==> config.mk <==
export PLATFORM = sky130hd
export DESIGN_NAME = period_meter
export DESIGN_NICKNAME = d
export VERILOG_FILES = /design/src/rtl/meas_pkg.sv /design/src/rtl/sync_edge_det.sv /design/src/rtl/period_meter.sv
export SDC_FILE = /design/constraint.sdc
export NUM_CORES = 1
export LEC_CHECK = 0
export ABC_AREA = 1
export CAP_MARGIN = 20
export CORE_ASPECT_RATIO = 1.2
export CORE_MARGIN = 4
export CORE_UTILIZATION = 45
export DETAILED_ROUTE_END_ITERATION = 10
export DONT_BUFFER_PORTS = 1
export SLEW_MARGIN = 10
export SYNTH_ARGS = -nofsm -noshare
export SYNTH_HDL_FRONTEND = slang
export SYNTH_SLANG_ARGS = --single-unit
==> constraint.sdc <==
create_clock -name clk -period 6.2 [get_ports clk]
set_input_delay 0.62 -clock clk [delete_from_list [all_inputs] [get_ports clk]]
set_output_delay 0.62 -clock clk [all_outputs]
set_load 0.02 [all_outputs]
==> src/rtl/meas_pkg.sv <==
// Shared definitions for the slow-signal measurement blocks (period meter, divider checks).
package meas_pkg;

    localparam int DEFAULT_WIDTH = 26;

    localparam logic [1:0] ST_IDLE    = 2'd0;
    localparam logic [1:0] ST_MEASURE = 2'd1;
    localparam logic [1:0] ST_TIMEOUT = 2'd2;

    typedef enum logic [1:0] {
        S_IDLE    = ST_IDLE,
        S_MEASURE = ST_MEASURE,
        S_TIMEOUT = ST_TIMEOUT
    } meas_state_t;

endpackage

==> src/rtl/sync_edge_det.sv <==
// Synchronizes an asynchronous level and produces registered one-cycle rise/fall pulses.
module sync_edge_det #(
    parameter int SYNC_STAGES = 2
) (
    input  logic clk,
    input  logic reset,
    input  logic sig_in,
    output logic level,
    output logic rise,
    output logic fall
);

    logic [SYNC_STAGES-1:0] r_sync;
    logic                   r_delay;
    logic                   r_rise;
    logic                   r_fall;
    logic                   w_sync;

    assign w_sync = r_sync[SYNC_STAGES-1];

    always_ff @(posedge clk or posedge reset) begin
        if (reset) begin
            r_sync  <= '0;
            r_delay <= 1'b0;
            r_rise  <= 1'b0;
            r_fall  <= 1'b0;
        end else begin
            r_sync  <= {r_sync[SYNC_STAGES-2:0], sig_in};
            r_delay <= w_sync;
            // Edge pulses are registered so downstream logic sees clean single-cycle strobes.
            r_rise  <= w_sync & ~r_delay;
            r_fall  <= ~w_sync & r_delay;
        end
    end

    assign level = w_sync;
    assign rise  = r_rise;
    assign fall  = r_fall;

endmodule

==> src/rtl/period_meter.sv <==
// Measures period and high time of a slow asynchronous square wave in clk cycles,
// with a saturating counter and a timeout flag when edges stop arriving.
module period_meter
    import meas_pkg::*;
#(
    parameter int WIDTH       = DEFAULT_WIDTH,
    parameter int SYNC_STAGES = 2
) (
    input  logic             clk,
    input  logic             reset,
    input  logic             sig_in,
    output logic [WIDTH-1:0] period,
    output logic [WIDTH-1:0] high_time,
    output logic             period_valid,
    output logic             no_signal
);

    localparam logic [WIDTH-1:0] CNT_MAX = '1;

    logic             w_level_unused;
    logic             w_rise;
    logic             w_fall;

    meas_state_t      r_state;
    meas_state_t      w_state_next;
    logic             w_strobe;
    logic             w_latch_hi;
    logic             w_set_nosig;
    logic             w_clr_nosig;

    logic [WIDTH-1:0] r_cnt;
    logic [WIDTH-1:0] r_hi_lat;
    logic [WIDTH-1:0] r_period;
    logic [WIDTH-1:0] r_high_time;
    logic             r_period_valid;
    logic             r_no_signal;

    sync_edge_det #(
        .SYNC_STAGES(SYNC_STAGES)
    ) u_sync_edge_det (
        .clk   (clk),
        .reset (reset),
        .sig_in(sig_in),
        .level (w_level_unused),
        .rise  (w_rise),
        .fall  (w_fall)
    );

    always_ff @(posedge clk or posedge reset) begin
        if (reset) begin
            r_state <= S_IDLE;
        end else begin
            r_state <= w_state_next;
        end
    end

    always_comb begin
        w_state_next = r_state;
        w_strobe     = 1'b0;
        w_latch_hi   = 1'b0;
        w_set_nosig  = 1'b0;
        w_clr_nosig  = 1'b0;
        case (r_state)
            S_IDLE: begin
                if (w_rise) begin
                    w_state_next = S_MEASURE;
                end
            end
            S_MEASURE: begin
                w_latch_hi = w_fall;
                // A rise coinciding with saturation still reports, so the tie favours the edge.
                if (w_rise) begin
                    w_strobe = 1'b1;
                end else if (r_cnt == CNT_MAX) begin
                    w_state_next = S_TIMEOUT;
                    w_set_nosig  = 1'b1;
                end
            end
            S_TIMEOUT: begin
                if (w_rise) begin
                    w_state_next = S_MEASURE;
                    w_clr_nosig  = 1'b1;
                end
            end
            default: begin
                w_state_next = S_IDLE;
            end
        endcase
    end

    always_ff @(posedge clk or posedge reset) begin
        if (reset) begin
            r_cnt          <= '0;
            r_hi_lat       <= '0;
            r_period       <= '0;
            r_high_time    <= '0;
            r_period_valid <= 1'b0;
            r_no_signal    <= 1'b0;
        end else begin
            if (w_rise) begin
                r_cnt <= WIDTH'(1);
            end else if ((r_state != S_IDLE) && (r_cnt != CNT_MAX)) begin
                r_cnt <= r_cnt + WIDTH'(1);
            end

            if (w_latch_hi) begin
                r_hi_lat <= r_cnt;
            end

            r_period_valid <= w_strobe;
            if (w_strobe) begin
                r_period    <= r_cnt;
                r_high_time <= r_hi_lat;
            end

            if (w_set_nosig) begin
                r_no_signal <= 1'b1;
            end else if (w_clr_nosig) begin
                r_no_signal <= 1'b0;
            end
        end
    end

    assign period       = r_period;
    assign high_time    = r_high_time;
    assign period_valid = r_period_valid;
    assign no_signal    = r_no_signal;

endmodule
=== After elaboration in Yosys (flattened, before gate mapping) ===
Index checks and enable logic that the tools add are counted.

* Input port bits: 3
* Flip-flop bits (word level): 113

* Reductions and logical operators: 7
* Bitwise gates (word level): 4
* Eq/ne operators: 7
* $add $sub $neg: 1
* Multiplexer cells: 15

{| class="wikitable"
|+ Operator list
! kind !! count
|-
| $mux W26 || 2
|-
| $add A26 B1 Y26 const B || 1
|-
| $eq A26 B26 Y1 const B || 1
|-
| $ne A26 B26 Y1 const B || 1
|-
| $mux W1 || 9
|-
| $mux W2 || 3
|-
| $reduce_bool A2 Y1 || 3
|-
| $ne A2 B2 Y1 const B || 2
|-
| $pmux W2 S2 || 1
|-
| $reduce_and A3 Y1 || 1
|-
| $and A1 B1 Y1 || 2
|-
| $eq A2 B1 Y1 const B || 1
|-
| $eq A2 B2 Y1 const B || 1
|-
| $logic_not A2 Y1 || 1
|-
| $ne A2 B1 Y1 const B || 1
|-
| $not A1 Y1 || 2
|-
| $reduce_or A2 Y1 || 1
|-
| $logic_and A1 B1 Y1 || 1
|}

=== Logic depth before layout (Yosys ltp) ===
* Word-level depth: 5
* Gate-level depth with buffers: 12

=== Modules after synthesis ===
Synthesis repeated with hierarchy kept, for this count alone.

* Cell total of the unflattened synthesis: 585
* Area, all modules: 4951.0 um2

{| class="wikitable"
|+ By module, submodules not included
! module !! instances !! cells an instance !! seq. area each (um2) !! area each (um2)
|-
| period_meter || 1 || 575 || 2702.6 || 4807.1
|-
| sync_edge_det || 1 || 10 || 125.1 || 143.9
|}

=== Worst setup path after synthesis ===
Ideal clock, no wire load.

* Path type: flip-flop to flip-flop
* Start: register r_cnt[0]
* End: register r_cnt[10]
* Slack: 4.534 ns
* Cell stages (with the launch flop): 10
* Arrival: 1.601 ns
* Clock period less this slack: 1.666 ns
* Setup time: 0.066 ns
* Cells stage by stage: dfrtp_1 ha_1 nand2_2 nor2_4 nand2_4 nor2_8 a21oi_1 buf_4 nand4_1 nand2_1

* Cells in the longest elaborated chain, start to end: 3

{| class="wikitable"
|+ Ends and longest elaborated chain
! what !! RTL line !! RTL
|-
| start, declared || period_meter.sv:31 || <nowiki>logic [WIDTH-1:0] r_cnt;</nowiki>
|-
| start signal, assigned || period_meter.sv:103 || <nowiki>r_cnt <= r_cnt + WIDTH'(1);</nowiki>
|-
| $add A26 B1 Y26 / $ne A26 B26 Y1 (equally long branches) || period_meter.sv:103, period_meter.sv:102 ||
|-
| $mux W26 / $logic_and A1 B1 Y1 (equally long branches) || period_meter.sv:102 || <nowiki>end else if ((r_state != S_IDLE) && (r_cnt != CNT_MAX)) begin</nowiki>
|-
| $mux W26 / $reduce_bool A2 Y1 (equally long branches) || - ||
|}

Several ways; a longest one is shown, not always the timed one. The select of a mux whose other input is x is not followed.
A chain may end at the register's enable or synchronous reset.

=== Worst setup path after layout ===
* Start: register u_sync_edge_det.r_rise (netlist: u_sync_edge_det.rise)
* End: register r_high_time[23] (netlist: high_time[23])

* Cells in the longest elaborated chain, start to end: 2

{| class="wikitable"
|+ Ends and longest elaborated chain
! what !! RTL line !! RTL
|-
| start, declared || sync_edge_det.sv:15 || <nowiki>logic r_rise;</nowiki>
|-
| start signal, assigned || sync_edge_det.sv:31 || <nowiki>r_rise <= w_sync & ~r_delay;</nowiki>
|-
| $mux W1 || period_meter.sv:72 || <nowiki>if (w_rise) begin</nowiki>
|-
| $mux W1 || period_meter.sv:63 || <nowiki>case (r_state)</nowiki>
|-
| end signal, assigned || period_meter.sv:113 || <nowiki>r_high_time <= r_hi_lat;</nowiki>
|-
| end, declared || period_meter.sv:34 || <nowiki>logic [WIDTH-1:0] r_high_time;</nowiki>
|}

Every way passes these cells.

==> flow_summary.yaml <==
run_status:
  status: "finished clean"
finish:
  final_area_um2: 5584
  drive_gt1_frac: 0.08514
  area_growth_pct: 13.91
  multi_input_comb_area_um2: 1822
  n_antenna_cell: 0
  layout.nets: 590
  fill_cells: 994
  regArea_um2: 2828
floorplanning:
  dieArea_um2: 12630
  dieHeight_um: 122.3
  io_pins: 57
  core_area_um2: 10570
  rows: 41
  start_util: 0.4639
  die_w_um: 103.3
pwr:
  power_w: 0.001947
  ir_worst_vdd_v: 0.0001518
  p_per_area_nw_per_um2: 348.7
  p_leak_nw: 2.744
clock_tree:
  post-cts-setup-buffers: 0
  htreeDepth: 4
  numCtsBuffers: 17
  clockBufferDepth: 2
  cts_tree: "done"
  cts.reportedPaths.clkPinSlew_ns: 0.05
  hold_buffers: 0
  cts_root_buf: "clkbuf_16"
  cts.repair.resized: 0
  insertion_delay_ns: 0.41
  cts_sinks: 113
critical_path:
  r2r_cells: 5
  required_ns: 6.50
  endpoint_kind: "flip-flop"
  crit_path_start_kind: "flip-flop"
  cp_max_fo: 79
  crit_arrival_ns: 2.68
  crit_type: "flip-flop to flip-flop"
  r2r_end: "high_time[23]"
  r2r_slack_ns: 3.82
  reg2reg_from: "u_sync_edge_det.rise"
synthesis:
  yosysMostFrequentCell: "nand2_1"
  yosys_warnings: 0
  yosys_register_bits: 113
  syn_area_per_cell_um2: 8.394
  synthArstFlopShare: 1.000
  synth_top_area_cell: "dfrtp_1"
  synth_edf_count: 0
  ys.flop_type: "dfrtp_1"
  synth.area.top_cells: "dfrtp_1 (58%), nand2_1 (18%), o21ai_0 (5.7%)"
  syn_area_um2: 4902
  synth_nets: 588
  yosysSeqAreaShare: 0.5768
  synthCells: 584
  netlist-cell-type-count: 29
  synthTopCellsByCount: "nand2_1 (236), dfrtp_1 (113), o21ai_0 (56)"
  synth_top_area_frac: 0.5768
timing:
  drv_slew: 0
  worst_slew_pin_slew_ns: 0.8693
  setup_tns_ns: 0
  final-setup-viol-count: 0
  hold_viol: 0
  fin_crit_ns: 2.379
  clock.fmax_mhz: 420.3
  min_period_over_period: 0.3838
  rsz0062_at_grt: "false"
  relSlewSlack: 0.4198
  worst_clock_skew_ns: 0.008495
global_route:
  grt_pass1_vias: 3689
  grt_pass1_wl_um: 18150
  antenna_found_initial: 0
  track_usage: 0.1906
  grt_max_degree: 80
  overflow: 0
placement:
  dp_hpwl_um: 7376
  post_dp_cell_area_um2: 4996
  port_buffers: 0
  gp_congestion: 0.8478
route:
  drt_iter0_markers: 302
  drtAntennaViolNets: 0
  wl_per_cell_um: 14.99
  vias: 3792
  drc: 0
  first_pass_iters: 4
  wl_um: 10910
  avgViaCountPerCell: 5.209
worst_hold_path:
  hold_path_class: "input port to asynchronous set/reset pin"
run:
  cap_violations: 0
routing by layer:
metal | part of all wire | wire, µm | vias up | GRT usage
li1 | - | - | 1853 | -
met1 | 0.44 | 4791 | 1803 | 0.2460
met2 | 0.47 | 5098 | 111 | 0.2837
met3 | 0.066 | 724 | 25 | 0.06708
met4 | 0.027 | 299 | 0 | 0.09393
met5 | 0 | 0 | - | 0
worst max path at each step:
stage / start / endpoint / slack [ns] / depth (start not counted)
after floorplan: reset / high_time[0] / 2.59 / 1
after global placement: u_sync_edge_det.rise / high_time[22] / 3.83 / 5
after detailed placement: u_sync_edge_det.rise / high_time[23] / 3.75 / 5
after CTS: u_sync_edge_det.rise / high_time[23] / 3.73 / 5
after global routing: u_sync_edge_det.rise / high_time[10] / 3.53 / 5
final: u_sync_edge_det.rise / high_time[23] / 3.82 / 5
layout make-up:
| class | instances | share of cell area |
|---|---|---|
| inverter | 40 | 0.02778 |
| clock inverter | 13 | 0.02420 |
| sequential | 113 | 0.5064 |
| timing repair buffer | 4 | 0.005378 |
| tap | 129 | 0.02890 |
| multi-input combinational | 410 | 0.3262 |
| clock buffer | 19 | 0.08111 |
power by group:
part           internal, W  switching [W]
combinational    0.0000383       0.000104
clock             0.000610       0.000340
sequential        0.000785      0.0000687
total              0.00143       0.000513
through the flow:
stage	utilization	hold WS (ns)	cells	worst slack (ns)
2_1_floorplan	-	0.3312	584	2.593
3_3_place_gp	0.4728	0.3443	696	3.830
3_5_place_dp	0.4728	0.3373	696	3.750
4_1_cts	0.5284	0.1309	728	3.727
5_1_grt	0.5284	0.1587	728	3.528
6_report	0.5284	0.1218	728	3.821
critical path: stages, from the launching register on:
cell and delay (ns):
dfrtp_1 0.49, nand2_2 0.11, buf_4 0.54, clkinv_1 0.80, nand2_1 0.24, nand2_1 0.07
placed cells by master, fill, tap and decap left out:
master      Yosys  final
buf_4           1      4
nor3_1          1      1
nor2_2          2      2
ha_1            1      1
inv_4           1      2
dfrtp_1       113    113
nand3b_1        1      1
nor2_1         48     48
bufinv_16       0      2
nor2_4          2      2
o21ai_1         7      7
nor2_8          1      1
o22ai_1         1      1
inv_6           0      1
clkbuf_8        0      2
o21ai_0        56     56
nand3_1        21     21
nor3b_1         1      1
clkinv_2        0      5
inv_1          37     36
nand2_4         4      4
nand4_1        17     17
nand2_1       236    235
clkbuf_16       0     17
a21oi_1         1      1
xor2_1          8      8
clkinvlp_4      0      2
clkinv_4        0      3
nand2_2         2      3
inv_2           1      1
clkinv_1        1      1
cells by family after synthesis:
| kind of cell | share of synthesized area |
|---|---|
| DFF | 0.5768 |
| adders and majority gates | 0.002552 |
| and+or+nand+nor | 0.2876 |
| AOI/OAI and AO/OA | 0.06661 |
| xor gates and xnor gates | 0.01429 |
| buffers and inverters | 0.05206 |
flip-flops by register name, summed over array words and instances (netlist names):
name	cells
u_sync_edge_det.fall	1
u_sync_edge_det.rise	1
period	26
u_sync_edge_det.r_delay	1
r_state	2
period_valid	1
high_time	26
r_cnt	26
r_hi_lat	26
u_sync_edge_det.r_sync	2
no_signal	1
Power figures use the tool's default switching activity.
